<file path="config.mk">
export PLATFORM = sky130hd
export DESIGN_NAME = dram_arbiter
export DESIGN_NICKNAME = d
export VERILOG_FILES = /design/src/rtl/dram_arbiter.sv
export SDC_FILE = /design/constraint.sdc
export NUM_CORES = 1
export LEC_CHECK = 0
export BUFFER_PORTS_ARGS = -buffer_cell sky130_fd_sc_hd__buf_2
export CAP_MARGIN = 20
export CORE_AREA = 2 2 82 84
export CTS_BUF_LIST = sky130_fd_sc_hd__clkbuf_8 sky130_fd_sc_hd__clkbuf_16
export CTS_CLUSTER_DIAMETER = 30
export DETAILED_ROUTE_END_ITERATION = 12
export DIE_AREA = 0 0 84 86
export PLACE_DENSITY = 0.58
export SETUP_SLACK_MARGIN = 0.5
export SYNTH_ARGS = -nofsm -noshare
export SYNTH_HDL_FRONTEND = slang
export SYNTH_SLANG_ARGS = --single-unit
</file>
<file path="constraint.sdc">
create_clock -name clk -period 2 [get_ports clk]
set_clock_uncertainty 0.1 [all_clocks]
set_input_delay 0.2 -clock clk [delete_from_list [all_inputs] [get_ports clk]]
set_output_delay 0.2 -clock clk [all_outputs]
set_load 0.02 [all_outputs]
</file>
<file path="src/rtl/dram_arbiter.sv">
// Two-requester (CPU / loader) arbiter for port A of the shared data RAM, with burst locking.
// Define DRAM_ARB_STARVE_EN to add the loader starvation counter and forced grant.
module dram_arbiter #(
  parameter int AW         = 12,
  parameter int DW         = 32,
  parameter int STARVE_MAX = 8
) (
  input  logic          clk,
  input  logic          reset,
  input  logic          c_req,
  input  logic          c_lock,
  input  logic          c_we,
  input  logic [AW-1:0] c_addr,
  input  logic [DW-1:0] c_wdata,
  output logic          c_gnt,
  output logic          c_rvalid,
  input  logic          l_req,
  input  logic          l_lock,
  input  logic          l_we,
  input  logic [AW-1:0] l_addr,
  input  logic [DW-1:0] l_wdata,
  output logic          l_gnt,
  output logic          l_rvalid,
  output logic [DW-1:0] rdata,
  output logic [AW-1:0] mem_addr,
  output logic [DW-1:0] mem_wdata,
  output logic          mem_we,
  input  logic [DW-1:0] mem_q,
  output logic          busy
);

  typedef enum logic [1:0] {
    OWN_NONE = 2'd0,
    OWN_CPU  = 2'd1,
    OWN_LDR  = 2'd2
  } owner_e;

  owner_e owner_q, owner_d;
  logic   c_rvalid_q, l_rvalid_q;
  logic   c_win, l_win;
  logic   owner_held;
  logic   starve;

`ifdef DRAM_ARB_STARVE_EN
  logic [7:0] starve_cnt_q, starve_cnt_d;

  assign starve = (starve_cnt_q == 8'(STARVE_MAX));

  always_comb begin
    starve_cnt_d = starve_cnt_q;
    if (!l_req || l_gnt) begin
      starve_cnt_d = 8'd0;
    end else if (!starve) begin
      starve_cnt_d = starve_cnt_q + 8'd1;
    end
  end

  always_ff @(posedge clk or negedge reset) begin
    if (!reset) begin
      starve_cnt_q <= 8'd0;
    end else begin
      starve_cnt_q <= starve_cnt_d;
    end
  end
`else
  assign starve = 1'b0;
`endif

  // A locked owner keeps the port even while idle; otherwise fall back to the open rules.
  assign owner_held = ((owner_q == OWN_CPU) && c_lock) || ((owner_q == OWN_LDR) && l_lock);

  always_comb begin
    c_win = 1'b0;
    l_win = 1'b0;
    if ((owner_q == OWN_CPU) && c_lock) begin
      c_win = c_req;
    end else if ((owner_q == OWN_LDR) && l_lock) begin
      l_win = l_req;
    end else if (starve && l_req) begin
      l_win = 1'b1;
    end else if (c_req) begin
      c_win = 1'b1;
    end else if (l_req) begin
      l_win = 1'b1;
    end
  end

  // Grants are masked by reset so mem_we drops the instant reset asserts.
  assign c_gnt = c_win & reset;
  assign l_gnt = l_win & reset;

  always_comb begin
    owner_d = OWN_NONE;
    if (c_gnt) begin
      owner_d = c_lock ? OWN_CPU : OWN_NONE;
    end else if (l_gnt) begin
      owner_d = l_lock ? OWN_LDR : OWN_NONE;
    end else if (owner_held) begin
      owner_d = owner_q;
    end
  end

  assign mem_addr  = l_win ? l_addr  : c_addr;
  assign mem_wdata = l_win ? l_wdata : c_wdata;
  assign mem_we    = (c_gnt & c_we) | (l_gnt & l_we);

  always_ff @(posedge clk or negedge reset) begin
    if (!reset) begin
      owner_q    <= OWN_NONE;
      c_rvalid_q <= 1'b0;
      l_rvalid_q <= 1'b0;
    end else begin
      owner_q    <= owner_d;
      c_rvalid_q <= c_gnt & ~c_we;
      l_rvalid_q <= l_gnt & ~l_we;
    end
  end

  assign c_rvalid = c_rvalid_q;
  assign l_rvalid = l_rvalid_q;
  assign rdata    = mem_q;
  assign busy     = (owner_q != OWN_NONE);

endmodule

</file>
==> results of run 1 <==
[logic make-up (layout without fill, tap and decap cells)]
logic type | Yosys count | count (layout) | synth area share, %
DFF | 4 | 4 | 9.745
buffers and inverters | 36 | 162 | 27.77
muxes | 44 | 44 | 48.23
and+or+nand+nor | 14 | 14 | 7.309
AOI/OAI and AO/OA | 9 | 9 | 6.943
[cell usage in the layout, fill, tap and decap left out]
master         count
a21boi_2           1
a21boi_4           1
a21oi_1            2
and2_1             1
and2b_1            1
buf_12             3
buf_16             2
buf_2            104
buf_4              5
buf_6             42
clkbuf_16          2
clkbuf_8           3
dfrtp_1            4
dlygate4sd3_1      1
mux2_2             2
mux2_4            42
nand2_1            6
nand2b_4           1
nor2_1             2
nor2b_1            1
nor3_1             1
o21ai_0            1
o21ai_1            1
o21ai_4            2
o221a_2            1
or2_4              1
[routing by layer]
layer	global-route usage [%]	vias up	wire length, um
met5	0	-	0
met4	2.786	0	38
met3	5.486	4	571
met2	19.35	106	2383
met1	9.007	576	1422
li1	-	599	-
[repair_timing]
item / 4_1_cts / 5_1_grt
gates cloned: 2 / 3
pin swaps: 3 / 3
hold buffers: 1 / 0
resized for setup: 52 / 44
setup endpoints to repair: 47 / 48
setup buffers: 3 / 3
hold endpoints to repair: 4 / 0
[cell type report]
class | count | area share [%]
sequential | 4 | 4.413
timing repair buffer | 159 | 53.17
clock buffer | 3 | 1.820
multi-input combinational | 67 | 36.35
tap | 77 | 4.247
[flip-flops by register name, indices dropped and copies added (netlist names)]
signal    count
c_rvalid      1
l_rvalid      1
owner_q       2
[worst paths after layout]
path	cells past startpoint	to	start
setup / recovery	6	mem_wdata[12]	owner_q[0]
hold / removal	2	c_rvalid	c_we
setup reg to reg	5	c_rvalid	owner_q[0]
hold reg to reg	2	owner_q[0]	owner_q[1]
max in group asynchronous	2	owner_q[0]	reset
min in group asynchronous	2	l_rvalid	reset
[report_power, final]
part / internal (uW) / switching, uW / total, uW
clock network: 128 / 40.7 / 169
logic: 386 / 274 / 660
registers: 85.2 / 2.10 / 87.3
[metrics by stage]
stage | setup slack (ns) | instances | cell area, um^2 | TNS [ns]
6_report | -0.08795 | 310 | 2268 | -2.798
5_1_grt | -0.1388 | 310 | 2268 | -5.144
4_1_cts | -0.09764 | 304 | 2041 | -3.194
3_5_place_dp | 0.09082 | 295 | 1738 | 0
3_3_place_gp | 0.1564 | 295 | 1738 | 0
2_1_floorplan | 0.3119 | 107 | 1174 | 0
==> out/metrics.csv, run 1 <==
metric,value,unit
status,"complete, but fails checks",
failing checks,negative setup slack,
P&R area growth vs syn,120.8,%
initial antenna violation count,0,
#FFs+latches synth,4,
Worst Path Buf+Inv,3,
# diodes,0,
FILL cells,638,
Final Max Tran Viols,0,
kind of cell adding the most delay to the critical path,buffers and inverters,
R2R Setup Slk,0.69,ns
initial core utilization,16.36,%
FP Rows,29,
hold_ws,0.04907,ns
Unique masters post-synth,18,
Avg Synthesized Cell Area,9.600,um^2
final hold violations,0,
Routability Congestion,0.8408,
port buffer count,145,
global-route wire length before repair,5699,um
Worst Setup Start Kind,flop,
number of global-route vias before repair,1168,
Ports,210,
Syn. warnings,0,
Die Ht,86,um
setup ws final,-0.08795,ns
Clock Sinks,4,
top-count cell post-synth,mux2_2,
mapped cell area,1027,um^2
All-Layer GR Usage,10.02,%
"Critical Path, Cell by Cell","a21oi_1, o21ai_4, buf_12, buf_16, mux2_4, buf_2",
CP max stage delay,0.39,ns
die area,7224,um^2
final wirelength,4415,um
register area share after synthesis,9.744,%
Final period util,104.4,%
crit path kind,flop to output pin,
Synth top cells by count,"44 x mux2_2, 32 x buf_4, 6 x nand2_1",
drt drc,0,
top_reg_cell synth,dfrtp_1,
Vias/cell,4.145,
Critical Path AT,1.79,ns
Iter 0 DRT Violations,15,
fin crit period,2.088,ns
Die X,84,um
Hold Path Class,input pin to flop,
"area leader, netlist",mux2_2,
CP required,1.70,ns
core area,6277,um^2
Max-slew headroom,75.90,%
layout cell share with drive strength beyond 1,90.99,%
pwr dens,403.9,nW/um^2
largest net degree at the start of global routing,19,
Root Driver,clkbuf_8,
Clock Latency Late Sink,0.22,ns
area of the multi-input gates,824.5,um^2
DP HPWL,3125,um
wire length per cell,14.24,um
max_cap viols,0,
Seq. cell area,100.1,um^2
DRT Pass-1 Iters,4,
FMAX,478.9,MHz
Max H-tree Level,1,
Post-synth ARST share,100.0,%
VDD IR max,197.3,uV
Synth area leaders,"mux2_2 48%, buf_4 23%, dfrtp_1 9.7%",
RSZ-0062 raised after global routing,true,
deepest clock path buffer count,2,
Post-synth EDFFs,0,
cts bufs inserted,3,
Post-Syn Nets,235,
total chip power,916.3,uW
nature of the critical path endpoint,output pin,
endpoints failing setup,45,
P_leak,0.001299,uW
area fraction of the dominant cell type after synthesis,48.23,%
remaining global-route overflow,0,
Slew @ Worst Pin,0.3615,ns
via count,1285,
remaining antenna violation count after routing,0,
CP Max Fanout,9,
Slowest cell on crit path,dfrtp_1,
CTS tree,done,
Finished Core Util,36.14,%
cells after synthesis,107,
CTS clock-pin slew for the worst setup and hold paths,0.03,ns
fin nets,363,
Note: power is estimated with default switching activity, not from simulation.
==> inputs of run 2 (changes only) <==
Settings changed: CELL_PAD_IN_SITES_DETAIL_PLACEMENT set to 1, CELL_PAD_IN_SITES_GLOBAL_PLACEMENT set to 1, CORE_AREA 2 2 82 84 to unset, CORE_ASPECT_RATIO set to 0.75, CORE_MARGIN set to 2, CORE_UTILIZATION set to 14, DIE_AREA 0 0 84 86 to unset, PLACE_DENSITY 0.58 to 0.82.
==> out/metrics.csv, run 2 (synthesis gave the netlist of run 1 again) <==
metric,value,unit,change
status,"complete, but fails checks",,unchanged
failing checks,negative setup slack,,unchanged
port buffer count,145,,unchanged
final hold violations,0,,unchanged
Hold Path Class,input pin to flop,,unchanged
die area,8046,um^2,was 7224 um^2
fin nets,366,,was 363
FP Rows,27,,was 29
largest net degree at the start of global routing,11,,was 19
Finished Layout Cells,337,,was 310
# diodes,0,,unchanged
cts bufs inserted,3,,unchanged
Clock Sinks,4,,unchanged
Top reg by flops,owner_q,,unchanged
All-Layer GR Usage,11.81,%,was 10.02%
wire length per cell,16.30,um,was 14.24 um
Max H-tree Level,1,,unchanged
R2R Path Start,owner_q[1],,was owner_q[0]
crit path launch,owner_q[0],,unchanged
"Critical Path, Cell by Cell","nand2b_4, a21boi_4, o21ai_4, buf_6, clkbuf_16, mux2_4, buf_6",,"was a21oi_1, o21ai_4, buf_12, buf_16, mux2_4, buf_2"
DRT Pass-1 Iters,4,,unchanged
CP Max Fanout,5,,was 9
endpoints failing setup,44,,was 45
VDD IR max,170.1,uV,was 197.3 uV
Routability Congestion,0.8506,,was 0.8408
RSZ-0062 raised after global routing,true,,unchanged
P&R area growth vs syn,131.2,%,was 120.8%
Clock Latency Late Sink,0.22,ns,about the same
drt drc,0,,unchanged
CTS tree,done,,unchanged
CP required,1.70,ns,about the same
hold_ws,0.04564,ns,was 0.04907 ns
nature of the critical path endpoint,output pin,,unchanged
total chip power,957.0,uW,was 916.3 uW
core area,7229,um^2,was 6277 um^2
Final Max Tran Viols,0,,unchanged
final wirelength,5494,um,was 4415 um
Slowest cell on crit path,dfrtp_1,,unchanged
"leading cell type in the layout, fill and taps excluded",buf_2,,unchanged
Iter 0 DRT Violations,19,,was 15
DP HPWL,3769,um,was 3125 um
Critical Path AT,1.78,ns,was 1.79 ns
remaining global-route overflow,0,,unchanged
CTS clock-pin slew for the worst setup and hold paths,0.03,ns,about the same
fin crit period,2.078,ns,was 2.088 ns
CP max stage delay,0.40,ns,was 0.39 ns
P_leak,0.001339,uW,was 0.001299 uW
final instance area,2375,um^2,was 2268 um^2
Critical Path Most Common Cell,buf_6,,
Final period util,103.9,%,was 104.4%
initial core utilization,14.21,%,was 16.36%
Root Driver,clkbuf_8,,unchanged
dpl cell area,1768,um^2,was 1738 um^2
via count,1325,,was 1285
setup ws final,-0.07756,ns,was -0.08795 ns
Ports,210,,unchanged
hold_sp,c_we,,unchanged
deepest clock path buffer count,2,,unchanged
crit path kind,flop to output pin,,unchanged
remaining antenna violation count after routing,0,,unchanged
Vias/cell,3.932,,was 4.145
FMAX,481.3,MHz,was 478.9 MHz
# placed instances,319,,was 295
Die Ht,78.19,um,was 86 um
Die X,102.9,um,was 84 um
layout cell share with drive strength beyond 1,91.10,%,was 90.99%
max_cap viols,0,,unchanged
pre-CTS WS,0.05970,ns,was 0.09082 ns
"commonest cells after routing, fill and taps aside","98 x buf_2, 53 x buf_6, 44 x mux2_4",,"was 104 x buf_2, 42 x mux2_4, 42 x buf_6"
Worst Setup Start Kind,flop,,unchanged
pwr dens,403.0,nW/um^2,was 403.9 nW/um^2
global-route wire length before repair,7203,um,was 5699 um
initial antenna violation count,0,,unchanged
max reg flops,2,,unchanged
Max-slew headroom,85.32,%,was 75.90%
Slew @ Worst Pin,0.2197,ns,was 0.3615 ns
number of global-route vias before repair,1438,,was 1168
## run 2: path summary, 6_finish.rpt
kind	end	slack, ns	cells after the start
max reg2reg	c_rvalid	0.66	5
max in group asynchronous	c_rvalid	1.30	2
min in group asynchronous	owner_q[0]	0.31	2
max	mem_addr[8]	-0.08	7
min	c_rvalid	0.05	2
min reg2reg	owner_q[0]	0.56	3
## run 2: routing by layer
metal	wire, um	up-vias	GRT usage, %	share of wire, %
met2	2981	83	22.14	54
met5	0	-	0	0
met4	31	0	2.105	0.56
met3	540	4	4.363	9.8
li1	-	602	-	-
met1	1940	636	12.61	35
## run 2: final cells by class
cell class | instances | area [um^2]
Tap cell | 101 | 126.4
Fill cell | 842 | 4855
Multi-Input combinational cell | 67 | 824.5
Sequential cell | 4 | 100.1
Clock buffer | 3 | 41.29
Timing Repair Buffer | 162 | 1282
## run 2: where the power goes
part | internal (uW) | total (uW) | switching, uW
clock network | 128 | 168 | 40.2
logic | 410 | 701 | 291
registers | 85.2 | 87.7 | 2.46
total | 623 | 957 | 334
## run 2: timing repair
action / in CTS / in global routing
gates resized for setup: 92 / 22
hold buffers: 1 / 0
gates cloned: 4 / 1
endpoints found under the setup margin: 47 / 48
pin swaps: 3 / 3
buffers inserted: 6 / 3
hold endpoints to repair: 4 / 0
## run 2: per-stage QoR
step | util, % | setup TNS (ns)
floorplan | - | 0
global placement | 24.45 | 0
detailed placement | 24.45 | 0
CTS | 31.17 | -2.956
global route | 32.85 | -4.268
finish | 32.85 | -1.974
## run 2: worst max-delay path, delay by kind of cell, from the launching register on
kind | cells | cell delay (ns)
buffers and inverters | 3 | 0.45
DFF | 1 | 0.40
muxes | 1 | 0.32
AOI/OAI and AO/OA | 2 | 0.24
and+or+nand+nor | 1 | 0.17
